$ cat src/rtl/iterative_muldiv_unit.sv
// ---------------------------------------------------------------------------
// iterative_muldiv_unit
//
// Multi-cycle unsigned multiply/divide unit that sits behind the register
// file read ports. It takes operands A/B and a destination address. It then
// iterates one bit per cycle. When it finishes it issues a single-cycle
// write-back request to the register file write port. The core stalls
// while busy is high.
//
// Parameters
//   WIDTH  operand/result width
//   CNT_W  iteration counter width (2**CNT_W >= WIDTH)
//
// Ports
//   clk      in   clock, rising edge
//   rst      in   synchronous active-high reset
//   start    in   request strobe, only honoured when idle
//   op       in   00 MUL (low half), 01 MULHU (high half), 10 DIVU, 11 REMU
//   a_data   in   multiplicand / dividend
//   b_data   in   multiplier / divisor
//   d_addr   in   destination register of the request
//   busy     out  an operation is in flight (RUN or DONE)
//   done     out  one-cycle completion pulse, result valid with it
//   wr_en    out  register file write enable (same as done)
//   wr_addr  out  destination of the last completed operation
//   result   out  last completed result, held between operations
// ---------------------------------------------------------------------------
module iterative_muldiv_unit #(
  parameter int WIDTH = 32,
  parameter int CNT_W = 5
) (
  input  logic             clk,
  input  logic             rst,
  input  logic             start,
  input  logic [1:0]       op,
  input  logic [WIDTH-1:0] a_data,
  input  logic [WIDTH-1:0] b_data,
  input  logic [4:0]       d_addr,
  output logic             busy,
  output logic             done,
  output logic             wr_en,
  output logic [4:0]       wr_addr,
  output logic [WIDTH-1:0] result
);

  localparam logic [1:0] OP_MUL   = 2'b00;
  localparam logic [1:0] OP_MULHU = 2'b01;
  localparam logic [1:0] OP_DIVU  = 2'b10;
  localparam logic [1:0] OP_REMU  = 2'b11;

  typedef enum logic [1:0] {
    S_IDLE = 2'd0,
    S_RUN  = 2'd1,
    S_DONE = 2'd2
  } state_t;

  state_t state_reg, state_next;

  // Datapath registers.
  //   hi_reg  : MUL -> upper product half (MSB stays 0)
  //             DIV -> partial remainder, one extra bit so the borrow of the
  //                    trial subtraction is never lost
  //   lo_reg  : MUL -> multiplier shifting out / product low half shifting in
  //             DIV -> dividend shifting out / quotient shifting in
  //   opnd_reg: MUL -> multiplicand, DIV -> divisor
  logic [WIDTH:0]   hi_reg, hi_next;
  logic [WIDTH-1:0] lo_reg, lo_next;
  logic [WIDTH-1:0] opnd_reg;
  logic [1:0]       op_reg;
  logic [4:0]       addr_reg;
  logic             dz_reg;
  logic [CNT_W-1:0] cnt_reg;

  logic [WIDTH-1:0] result_reg, result_next;
  logic [4:0]       wr_addr_reg;
  logic             done_reg;

  logic accept;
  logic div_zero;
  logic last_step;

  // The completion pulse is registered, so it is visible in the cycle after
  // the FSM leaves DONE. Blocking acceptance during that pulse means a start
  // that coincides with done is dropped. The next request is taken one
  // cycle later.
  assign accept    = (state_reg == S_IDLE) && start && !done_reg;
  assign div_zero  = op[1] && (b_data == '0);
  assign last_step = (cnt_reg == CNT_W'(WIDTH - 1));

  // -------------------------------------------------------------------------
  // FSM
  // -------------------------------------------------------------------------
  always_ff @(posedge clk) begin
    if (rst) begin
      state_reg <= S_IDLE;
    end else begin
      state_reg <= state_next;
    end
  end

  always_comb begin
    state_next = state_reg;
    case (state_reg)
      S_IDLE: begin
        if (accept) begin
          state_next = div_zero ? S_DONE : S_RUN;
        end
      end
      S_RUN: begin
        if (last_step) begin
          state_next = S_DONE;
        end
      end
      S_DONE:  state_next = S_IDLE;
      default: state_next = S_IDLE;
    endcase
  end

  // -------------------------------------------------------------------------
  // One iteration step
  // -------------------------------------------------------------------------
  logic [WIDTH:0]   mul_sum;
  logic [WIDTH:0]   div_shift;
  logic [WIDTH+1:0] div_diff;

  always_comb begin
    // Shift-add: conditionally add the multiplicand into the high half, then
    // shift the whole {carry, hi, lo} right by one.
    mul_sum   = hi_reg + (lo_reg[0] ? {1'b0, opnd_reg} : '0);

    // Restoring division: bring the next dividend bit into the remainder
    // and try to subtract the divisor. A set top bit of the difference
    // means the subtraction borrowed, so the remainder is kept.
    div_shift = {hi_reg[WIDTH-1:0], lo_reg[WIDTH-1]};
    div_diff  = {1'b0, div_shift} - {2'b00, opnd_reg};

    hi_next = hi_reg;
    lo_next = lo_reg;
    if (op_reg[1]) begin
      if (div_diff[WIDTH+1]) begin
        hi_next = div_shift;
        lo_next = {lo_reg[WIDTH-2:0], 1'b0};
      end else begin
        hi_next = div_diff[WIDTH:0];
        lo_next = {lo_reg[WIDTH-2:0], 1'b1};
      end
    end else begin
      hi_next = {1'b0, mul_sum[WIDTH:1]};
      lo_next = {mul_sum[0], lo_reg[WIDTH-1:1]};
    end
  end

  // Final value selection. The divide-by-zero results are fixed by the
  // architecture. The divide loop is skipped in that case, so the dividend
  // still sits untouched in lo_reg.
  always_comb begin
    result_next = lo_reg;
    case (op_reg)
      OP_MUL:   result_next = lo_reg;
      OP_MULHU: result_next = hi_reg[WIDTH-1:0];
      OP_DIVU:  result_next = dz_reg ? {WIDTH{1'b1}} : lo_reg;
      OP_REMU:  result_next = dz_reg ? lo_reg : hi_reg[WIDTH-1:0];
      default:  result_next = lo_reg;
    endcase
  end

  // -------------------------------------------------------------------------
  // Datapath and output registers
  // -------------------------------------------------------------------------
  always_ff @(posedge clk) begin
    if (rst) begin
      hi_reg      <= '0;
      lo_reg      <= '0;
      opnd_reg    <= '0;
      op_reg      <= '0;
      addr_reg    <= '0;
      dz_reg      <= 1'b0;
      cnt_reg     <= '0;
      result_reg  <= '0;
      wr_addr_reg <= '0;
      done_reg    <= 1'b0;
    end else begin
      done_reg <= 1'b0;
      case (state_reg)
        S_IDLE: begin
          if (accept) begin
            op_reg   <= op;
            addr_reg <= d_addr;
            dz_reg   <= div_zero;
            cnt_reg  <= '0;
            hi_reg   <= '0;
            if (op[1]) begin
              lo_reg   <= a_data;
              opnd_reg <= b_data;
            end else begin
              lo_reg   <= b_data;
              opnd_reg <= a_data;
            end
          end
        end
        S_RUN: begin
          hi_reg  <= hi_next;
          lo_reg  <= lo_next;
          cnt_reg <= cnt_reg + 1'b1;
        end
        S_DONE: begin
          result_reg  <= result_next;
          wr_addr_reg <= addr_reg;
          done_reg    <= 1'b1;
        end
        default: begin
          done_reg <= 1'b0;
        end
      endcase
    end
  end

  assign busy    = (state_reg == S_RUN) || (state_reg == S_DONE);
  assign done    = done_reg;
  assign wr_en   = done_reg;
  assign wr_addr = wr_addr_reg;
  assign result  = result_reg;

endmodule

$ cat config.mk
export PLATFORM = sky130hd
export DESIGN_NAME = iterative_muldiv_unit
export DESIGN_NICKNAME = d
export VERILOG_FILES = /design/src/rtl/iterative_muldiv_unit.sv
export SDC_FILE = /design/constraint.sdc
export NUM_CORES = 1
export LEC_CHECK = 0
export CAP_MARGIN = 0
export CORE_ASPECT_RATIO = 2
export CORE_MARGIN = 2
export CORE_UTILIZATION = 55
export DETAILED_ROUTE_END_ITERATION = 6
export PLACE_DENSITY = 0.78
export SLEW_MARGIN = 20
export SYNTH_ARGS = -nofsm -noshare
export SYNTH_HDL_FRONTEND = slang
export SYNTH_SLANG_ARGS = --single-unit
$ cat constraint.sdc
create_clock -name clk -period 3.19 [get_ports clk]
set_input_delay 0.638 -clock clk [delete_from_list [all_inputs] [get_ports clk]]
set_output_delay 0.638 -clock clk [all_outputs]
set_load 0.005 [all_outputs]
==> results.toml <==
[cts]
numCtsBuffers = 17
holdBufCountCts = 0
insertion_delay_ns = 0.45
clk_pin_slew_ns = 0.07
cts_max_level = 4
cts_sinks = 150
cts_root_buf = "clkbuf_16"
cts_tree = "done"
clock_path_buffers = 2

[placement]
place_congestion = 0.982
post-place-ws_ns = 0.0213
portBuffers = 113
hpwlAfterDp_um = 26800
dpl_cell_area_sq_um = 12600

[critical_path]
cp-end-kind = "flip-flop"
cp.required_ns = 3.52
arrival_ns = 3.53
r2r-start = "opnd_reg[24]"
worstPathMaxFanout = 10
crit_type = "flip-flop to flip-flop"
startpoint = "opnd_reg[24]"
start_kind = "flip-flop"

[routing]
vias_per_cell = 6.26
drtAntennaViolNets = 0
wire_per_inst_um = 20.4
finalWirelength_um = 35500
drt-initial-drc-count = 709
num_vias = 10900
drc_errors = 0
drtPass1Iterations = 6

[synthesis]
netlist_area_sq_um = 10900
ys_types = 80
async_reset_ff_frac = 0
synth_compound_area_frac = 0.304
ys_seq_area_frac = 0.275
yosys.area_share.adder = 0.0826
syn_inst = 1363
synthXorXnorAreaFrac = 0.0433
synth_flop_cell = "dfxtp_1"
synthSimpleGateAreaFrac = 0.173
yosysTopAreaCell = "dfxtp_1"
ys_warn_count = 0
synth_top_area_frac = 0.275
ys_seq_elements = 150
synthTopCellsByArea = "dfxtp_1 27%, ha_1 7.9%, mux2i_1 7.2%"
synth_edf_count = 0
syn_avg_cell_area_sq_um = 8.02
synth_nets = 1508
synthMuxAreaShare = 0.0723
synth_top_family_by_area = "compound AO/OA/AOI/OAI gates"

[sta]
slew_viol_final = 0
worstMarginPinSlew_ns = 0.714
finalSetupViolCount = 1
setup_tns_ns = -0.00988
max_freq_mhz = 313
clock_skew_ns = 0.00991
finalHoldViolations = 0
min_period_ns = 3.20
fin_hold_ws_ns = 0.461
relSlewSlack = 0.524
fin_ws_ns = -0.00988
post-route-period-util = 1.00
grt_setup_unrepaired = "yes"

[floorplanning]
core_sq_um = 19700
rows = 73
dieArea_sq_um = 21100
dieWidth_um = 104
start_util = 0.554
die_y_um = 203
ios = 114

[global_route]
grt_pass1_vias = 10800
grt_usage = 0.337
busiest_layer = "met2"
antenna_found_initial = 0
met2_usage = 0.600
met3_usage = 0.0499
grt_use_met1 = 0.374
grt_max_degree = 97
grt_pass1_wl_um = 56500
grt_overflow = 0

[run]
maxCapViolCount = 0

[layout]
most-common-layout-cells = "148 x dfxtp_1, 134 x a21oi_1, 118 x nor2_1, 111 x clkdlybuf4s50_1, 101 x nand2_1"
largest_reg_flops = 33
fillers = 1707
antenna_cells = 0
finalNetCount = 1612
area_delta_synth_final_pct = 20.9
drive_above_1_share = 0.100
fin_area_sq_um = 13200
final_common_cell = "dfxtp_1"

[pwr]
power_mw = 8.16
p_per_area_nw_per_um2 = 617
power_leakage_nw = 5.21
ir_drop_mv = 0.636

[status]
violations = "negative setup slack"
run_status = "finished, violations left"

[worst_hold_path]
worstHoldStart = "addr_reg[2]"
hp-class = "flip-flop to flip-flop"
-- synthesized netlist by cell type, drive strengths merged, types with 2 or more instances --
library cell / number
nand2b: 39
a31o: 2
a21boi: 3
fa: 2
and3: 3
nor4: 7
a211oi: 98
xor2: 20
o221ai: 36
xnor2: 34
a211o: 3
o31a: 2
o22ai: 2
nor3: 11
a21o: 26
a311oi: 2
o211ai: 16
or3: 3
a22oi: 10
o31ai: 7
o21bai: 2
nor2b: 37
inv: 53
ha: 69
a21oi: 144
nor2: 120
buf: 10
or4: 2
a31oi: 15
nand3: 14
and4: 4
clkbuf: 79
and2: 33
a22o: 12
dfxtp: 150
a221oi: 6
nand2: 102
nand4: 8
mux2i: 79
o21ai: 64
a221o: 2
or2: 3
o21a: 16
-- area by class of cell --
cell class                 count  area [sq um]  share of cell area
multi-input combinational   1071          7460               0.564
sequential                   150          3010               0.228
timing repair buffer         174          1660               0.125
clock buffer                  18           429              0.0325
tap                          262           328              0.0248
inverter                      53           199              0.0150
clock inverter                14           139              0.0105
-- path summary, 6_finish.rpt --
path	cells after the start	endpoint	slack (ns)
worst max-delay path	11	hi_reg[28]	-0.01
worst min-delay path	2	addr_reg[2]	0.46
worst max register to register	11	hi_reg[28]	-0.01
worst min register to register	2	addr_reg[2]	0.46
-- kinds of logic (layout without fill, tap and decap cells) --
group,Yosys count,count (layout)
multiplexers,79,79
XOR/XNOR,54,54
adder cells (fa/ha/maj),71,71
AO/OA/AOI/OAI,477,477
buffers and inverters,142,259
AND/OR/NAND/NOR,390,390
flip-flops,150,150
-- critical path: stages, from the launching register on --
cell      delay, ns
dfxtp_1        0.38
inv_1          0.06
ha_1           0.39
a21oi_1        0.29
o21ai_1        0.15
a221oi_1       0.44
o221ai_1       0.19
a21oi_2        0.28
o21a_4         0.30
nand2_1        0.16
o221ai_1       0.34
o21ai_1        0.11
-- report_power, final --
part / switching (mW) / total, mW / internal [mW] / leakage [nW]
sequential: 0.340 / 2.55 / 2.21 / 1.22
combinational: 2.12 / 3.58 / 1.46 / 3.71
clock: 0.925 / 2.02 / 1.09 / 0.272
total: 3.39 / 8.16 / 4.77 / 5.21
-- repair_timing --
item / 4_1_cts / 5_1_grt
resized for setup: 0 / 14
setup endpoints to repair: 0 / 11
setup buffers: 0 / 4
endpoints found under the hold margin: 0 / 0
-- metal layers --
layer	up-vias	wire length, um
met5	-	0
met3	154	2030
met2	422	18000
li1	5207	-
met4	0	2410
met1	5128	13100
-- stage by stage --
| step | cells | util |
|---|---|---|
| after floorplan | 1363 | - |
| after global placement | 1706 | 0.637 |
| after detailed placement | 1706 | 0.637 |
| after CTS | 1738 | 0.666 |
| after global routing | 1742 | 0.670 |
| final | 1742 | 0.670 |
Note: power is estimated with default switching activity, not from simulation.
